==> config.mk <==
export PLATFORM = sky130hd
export DESIGN_NAME = spi_cmd_parser_flat
export DESIGN_NICKNAME = d
export VERILOG_FILES = /design/src/rtl/spi_cmd_parser_if.sv /design/src/rtl/spi_cmd_parser.sv /design/src/flat_wrapper.sv
export SDC_FILE = /design/constraint.sdc
export NUM_CORES = 1
export LEC_CHECK = 0
export ABC_AREA = 1
export CORE_UTILIZATION = 55
export DETAILED_ROUTE_END_ITERATION = 8
export DONT_BUFFER_PORTS = 1
export PLACE_DENSITY = 0.78
export SYNTH_ARGS = -nofsm -noshare
export SYNTH_HDL_FRONTEND = slang
export SYNTH_SLANG_ARGS = --single-unit
==> constraint.sdc <==
create_clock -name clk_in -period 1.6 [get_ports clk_in]
set_input_delay 0.32 -clock clk_in [delete_from_list [all_inputs] [get_ports clk_in]]
set_output_delay 0.32 -clock clk_in [all_outputs]
set_load 0.005 [all_outputs]
==> src/rtl/spi_cmd_parser_if.sv <==
// Byte-in / register-and-RAM-write-out bundle of the SPI command parser.
interface spi_cmd_parser_if #(parameter int RAM_AW = 9);
  logic              byte_rdy_in;
  logic [7:0]        byte_data_in;
  logic              cfg_wr_en_out;
  logic [2:0]        cfg_wr_addr_out;
  logic [7:0]        cfg_wr_data_out;
  logic              ram_wr_en_out;
  logic [RAM_AW-1:0] ram_wr_addr_out;
  logic [7:0]        ram_wr_data_out;
  logic              refresh_out;

  modport master (
    output byte_rdy_in, byte_data_in,
    input  cfg_wr_en_out, cfg_wr_addr_out, cfg_wr_data_out,
           ram_wr_en_out, ram_wr_addr_out, ram_wr_data_out, refresh_out
  );

  modport slave (
    input  byte_rdy_in, byte_data_in,
    output cfg_wr_en_out, cfg_wr_addr_out, cfg_wr_data_out,
           ram_wr_en_out, ram_wr_addr_out, ram_wr_data_out, refresh_out
  );
endinterface

==> src/rtl/spi_cmd_parser.sv <==
// SPI byte-stream command decoder: opcode byte, then auto-incrementing cfg/RAM writes or refresh.
// Define SPI_CMD_PARSER_RAM_WRAP_EN to make the RAM address wrap instead of stopping at the end.
module spi_cmd_parser #(
  parameter int RAM_AW  = 9,
  parameter int CFG_NUM = 4
) (
  input  logic              clk_in,
  input  logic              spi_rst_n,
  spi_cmd_parser_if.slave   bus
);

  typedef enum logic [1:0] {CMD, CONF, DATA, DISCARD} state_t;

  localparam logic [7:0] OP_CONF = 8'h2A;
  localparam logic [7:0] OP_DATA = 8'h2C;
  localparam logic [7:0] OP_REFR = 8'h2B;
  localparam logic [3:0] CFG_LIM = 4'(CFG_NUM);

  state_t            state_q, state_d;
  logic [3:0]        idx_q, idx_d;
  logic [RAM_AW-1:0] addr_q, addr_d;
  logic              ovf_q, ovf_d;

  logic              cfg_we_q, cfg_we_d;
  logic [2:0]        cfg_a_q, cfg_a_d;
  logic [7:0]        cfg_d_q, cfg_d_d;
  logic              ram_we_q, ram_we_d;
  logic [RAM_AW-1:0] ram_a_q, ram_a_d;
  logic [7:0]        ram_d_q, ram_d_d;
  logic              refr_q, refr_d;

  always_ff @(posedge clk_in or negedge spi_rst_n) begin
    if (!spi_rst_n) begin
      state_q  <= CMD;
      idx_q    <= '0;
      addr_q   <= '0;
      ovf_q    <= 1'b0;
      cfg_we_q <= 1'b0;
      cfg_a_q  <= '0;
      cfg_d_q  <= '0;
      ram_we_q <= 1'b0;
      ram_a_q  <= '0;
      ram_d_q  <= '0;
      refr_q   <= 1'b0;
    end else begin
      state_q  <= state_d;
      idx_q    <= idx_d;
      addr_q   <= addr_d;
      ovf_q    <= ovf_d;
      cfg_we_q <= cfg_we_d;
      cfg_a_q  <= cfg_a_d;
      cfg_d_q  <= cfg_d_d;
      ram_we_q <= ram_we_d;
      ram_a_q  <= ram_a_d;
      ram_d_q  <= ram_d_d;
      refr_q   <= refr_d;
    end
  end

  // Address/data outputs are zeroed outside their strobe cycle.
  always_comb begin
    state_d  = state_q;
    idx_d    = idx_q;
    addr_d   = addr_q;
    ovf_d    = ovf_q;
    cfg_we_d = 1'b0;
    cfg_a_d  = '0;
    cfg_d_d  = '0;
    ram_we_d = 1'b0;
    ram_a_d  = '0;
    ram_d_d  = '0;
    refr_d   = 1'b0;
    if (bus.byte_rdy_in) begin
      case (state_q)
        CMD: begin
          case (bus.byte_data_in)
            OP_CONF: begin
              state_d = CONF;
              idx_d   = '0;
            end
            OP_DATA: begin
              state_d = DATA;
              addr_d  = '0;
              ovf_d   = 1'b0;
            end
            OP_REFR: begin
              state_d = DISCARD;
              refr_d  = 1'b1;
            end
            default: state_d = DISCARD;
          endcase
        end
        CONF: begin
          if (idx_q < CFG_LIM) begin
            cfg_we_d = 1'b1;
            cfg_a_d  = idx_q[2:0];
            cfg_d_d  = bus.byte_data_in;
            idx_d    = idx_q + 4'd1;
          end
        end
        DATA: begin
          if (!ovf_q) begin
            ram_we_d = 1'b1;
            ram_a_d  = addr_q;
            ram_d_d  = bus.byte_data_in;
`ifdef SPI_CMD_PARSER_RAM_WRAP_EN
            addr_d   = addr_q + RAM_AW'(1);
`else
            {ovf_d, addr_d} = {1'b0, addr_q} + (RAM_AW+1)'(1);
`endif
          end
        end
        default: ;
      endcase
    end
  end

  assign bus.cfg_wr_en_out   = cfg_we_q;
  assign bus.cfg_wr_addr_out = cfg_a_q;
  assign bus.cfg_wr_data_out = cfg_d_q;
  assign bus.ram_wr_en_out   = ram_we_q;
  assign bus.ram_wr_addr_out = ram_a_q;
  assign bus.ram_wr_data_out = ram_d_q;
  assign bus.refresh_out     = refr_q;

endmodule

==> src/flat_wrapper.sv <==
// flat-port wrapper written by rule: the top's interface ports become plain ports
module spi_cmd_parser_flat 
#(
  parameter int RAM_AW  = 9,
  parameter int CFG_NUM = 4
)
  (clk_in, spi_rst_n, bus_byte_rdy_in, bus_byte_data_in, bus_cfg_wr_en_out, bus_cfg_wr_addr_out, bus_cfg_wr_data_out, bus_ram_wr_en_out, bus_ram_wr_addr_out, bus_ram_wr_data_out, bus_refresh_out);
  spi_cmd_parser_if #(.RAM_AW(RAM_AW)) bus_i ();
  input  logic clk_in;
  input  logic spi_rst_n;
  input wire logic [$bits(bus_i.byte_rdy_in)-1:0] bus_byte_rdy_in;
  input wire logic [$bits(bus_i.byte_data_in)-1:0] bus_byte_data_in;
  output wire logic [$bits(bus_i.cfg_wr_en_out)-1:0] bus_cfg_wr_en_out;
  output wire logic [$bits(bus_i.cfg_wr_addr_out)-1:0] bus_cfg_wr_addr_out;
  output wire logic [$bits(bus_i.cfg_wr_data_out)-1:0] bus_cfg_wr_data_out;
  output wire logic [$bits(bus_i.ram_wr_en_out)-1:0] bus_ram_wr_en_out;
  output wire logic [$bits(bus_i.ram_wr_addr_out)-1:0] bus_ram_wr_addr_out;
  output wire logic [$bits(bus_i.ram_wr_data_out)-1:0] bus_ram_wr_data_out;
  output wire logic [$bits(bus_i.refresh_out)-1:0] bus_refresh_out;
  assign bus_i.byte_rdy_in = bus_byte_rdy_in;
  assign bus_i.byte_data_in = bus_byte_data_in;
  assign bus_cfg_wr_en_out = bus_i.cfg_wr_en_out;
  assign bus_cfg_wr_addr_out = bus_i.cfg_wr_addr_out;
  assign bus_cfg_wr_data_out = bus_i.cfg_wr_data_out;
  assign bus_ram_wr_en_out = bus_i.ram_wr_en_out;
  assign bus_ram_wr_addr_out = bus_i.ram_wr_addr_out;
  assign bus_ram_wr_data_out = bus_i.ram_wr_data_out;
  assign bus_refresh_out = bus_i.refresh_out;
  spi_cmd_parser #(.RAM_AW(RAM_AW), .CFG_NUM(CFG_NUM)) u_core (.clk_in(clk_in), .spi_rst_n(spi_rst_n), .bus(bus_i));
endmodule
==> out/metrics.csv <==
stage,metric,value,unit
sta,finalCritPeriodShare,86.57,%
clock_network,cts_tree,built,
setup_path,cp.required,1.90,ns
floorplanning,fp.dieW,61.33,µm
finish,fillers,311,
yosys,synth_top_area_share,60.76,%
yosys,yosysTopAreaCell,dfrtp_1,
sta,finalHoldViolCount,0,
finish,drive_gt1_share,11.11,%
finish,final_util,62.39,%
yosys,yosys.cell_count.top_type,nor2_1,
yosys,syn_area,0.001936,mm²
floorplanning,core-area,0.003363,mm²
setup_path,setup.worst_path.end_class,flip-flop,
status,status,finished clean,
finish,regArea,0.001176,mm²
floorplanning,start_util,57.55,%
routing,drt_first_iter_violations,63,
floorplanning,core.rowCount,21,
sta,rsz0062_at_grt,no,
global_route,grt_pass1_vias,1249,
floorplanning,ios,42,
hold_path,hp-class,primary input to flip-flop,
global_route,grt_max_degree,48,
global_route,grt.overflow.total,0,
yosys,synth_common_cells,"nor2_1 (48), dfrtp_1 (47), nand2_1 (47)",
placement,portBuffers,0,
finish,multi_input_area,625.6,µm²
yosys,synth_seq_cells,47,
power,p_leak,0.001070,µW
global_route,grt_antenna_before_repair,0,
placement,post-place-ws,0.1507,ns
yosys,synthDistinctLibCells,22,
sta,clock-skew-final,0.007630,ns
clock_network,cts_made_buffers,5,
setup_path,start_kind,flip-flop,
sta,fmax,0.7219,GHz
yosys,synth_nets,228,
clock_network,clock-root-buffer,clkbuf_4,
sta,post-route-min-period,1.385,ns
job,cap_violations,0,
setup_path,crit_arrival,1.69,ns
routing,routed_wl,3358,µm
clock_network,htree_num_levels,2,
power,peakVddDrop,0.0005289,V
routing,drt.antenna.violating_nets,0,
placement,routabilityCongestion,0.8624,
yosys,synth-edff-count,0,
sta,setup_violations,0,
sta,fin_ws,0.2148,ns
global_route,grt_pass1_wl,5540,µm
yosys,yosys_warnings,0,
routing,viasPerCell,4.993,
routing,dr.pass1.iters,4,
yosys,syn_area_per_cell,9.003,µm²
setup_path,cp_max_fo,10,
yosys,netlist_instances,215,
floorplanning,die_h,61.33,µm
finish,areaGrowthSynthToFinish,8.403,%
finish,num_antenna_cells,0,
power,power_density,874.1,mW/mm²
routing,num_vias,1353,
yosys,synth_ff_type,dfrtp_1,
clock_network,cts.sinks,47,
global_route,gr-usage-all-layers,20.81,%
clock_network,clk_pin_slew_worst_paths,0.13,ns
yosys,async_flop_share,100.0,%
finish,final_nets,237,
sta,tns,0,ns
routing,drc,0,
clock_network,cts_max_path_buffers,2,
floorplanning,dieArea,0.003761,mm²
setup_path,crit_type,flip-flop to flip-flop,
sta,slew_violations,0,
placement,hpwl,2368,µm
yosys,synth.area.top_cells,"dfrtp_1 (61%), nor2_1 (9.3%), nand2_1 (9.1%), inv_1 (4.8%), nand3_1 (3.4%)",
clock_network,clk_latency,0.37,ns
routing,wl_per_cell,12.39,µm
yosys,seq_area_frac_synth,60.76,%
[power breakdown]
part           internal [µW]  switching [µW]
registers               1190           0.643
clock network            217             377
logic                   13.9            36.5
[flip-flops by register name, summed over array words and instances (netlist names)]
register,cells
u_core.bus.ram_wr_addr_out,9
u_core.bus.refresh_out,1
u_core.ovf_q,1
u_core.idx_q,4
u_core.bus.ram_wr_en_out,1
u_core.bus.cfg_wr_en_out,1
u_core.bus.cfg_wr_data_out,8
u_core.bus.ram_wr_data_out,8
u_core.state_q,2
u_core.addr_q,9
u_core.bus.cfg_wr_addr_out,3
[stage by stage]
step | area [µm²] | total power [µW] | cells | hold WS, ns
final | 2098 | 1834 | 271 | 0.06072
after global routing | 2098 | 1907 | 271 | 0.03928
after CTS | 2093 | 1858 | 271 | 0.04998
after detailed placement | 1988 | 1231 | 261 | 0.02497
after global placement | 1988 | 1231 | 261 | 0.02499
after floorplan | 1936 | 1228 | 215 | 0.02441
[final timing paths]
| path | start | end | slack [ns] | cells after the start |
|---|---|---|---|---|
| min in group asynchronous | spi_rst_n | u_core.addr_q[2] | 0.45 | 2 |
| max reg2reg | u_core.idx_q[2] | u_core.bus.cfg_wr_data_out[1] | 0.21 | 4 |
| max in group asynchronous | spi_rst_n | u_core.bus.ram_wr_en_out | 0.94 | 2 |
| max | u_core.idx_q[2] | u_core.bus.cfg_wr_data_out[1] | 0.21 | 4 |
| min | bus_byte_data_in[0] | u_core.bus.cfg_wr_data_out[0] | 0.06 | 2 |
| min reg2reg | u_core.ovf_q | u_core.bus.ram_wr_en_out | 0.51 | 1 |
[logic make-up after synthesis]
kind of cell / count (synthesis) / synth area share (%)
AO/OA/AOI/OAI: 12 / 3.232
adder cells (fa/ha/maj): 2 / 1.293
buffers and inverters: 32 / 7.045
flip-flops: 47 / 60.76
other: 1 / 0.1937
AND/OR/NAND/NOR: 121 / 27.47
[final cells by class]
class                   instances  area share (%)
inverters                      29           5.307
clock inverters                 2          0.7752
well taps                      46           2.743
repair buffers                  5           2.862
flip-flops and latches         47           56.05
clock buffers                   6           2.445
multi-input cells             136           29.82
[per-layer routing]
layer	wire, µm	share of wire (%)	global-route usage, %	vias to the layer above
met5	0	0	0	-
met1	1516	45	25.92	638
met4	63	1.9	10.06	0
li1	-	-	-	677
met3	155	4.6	6.092	7
met2	1623	48	33.23	31
[critical path: stages (launching register included)]
cell	delay, ns
dfrtp_1	0.41
or2_2	0.31
nor3_2	0.30
inv_2	0.17
nor2_1	0.13
[placed cells by master, fill, tap and decap left out, types with 5 or more instances in the layout]
cell and count:
nand2_1 46, inv_1 25, nand3_1 13, nor2_1 48, a21oi_1 6, o21ai_0 5, clkbuf_4 5, dfrtp_1 47
[repair_timing]
item                                    CTS  global route
gates resized for setup                   0             3
hold buffers                              2             0
endpoints found under the setup margin    0             7
setup buffers                             0             0
endpoints found under the hold margin    47             0
Note: power is estimated with default switching activity, not from simulation.
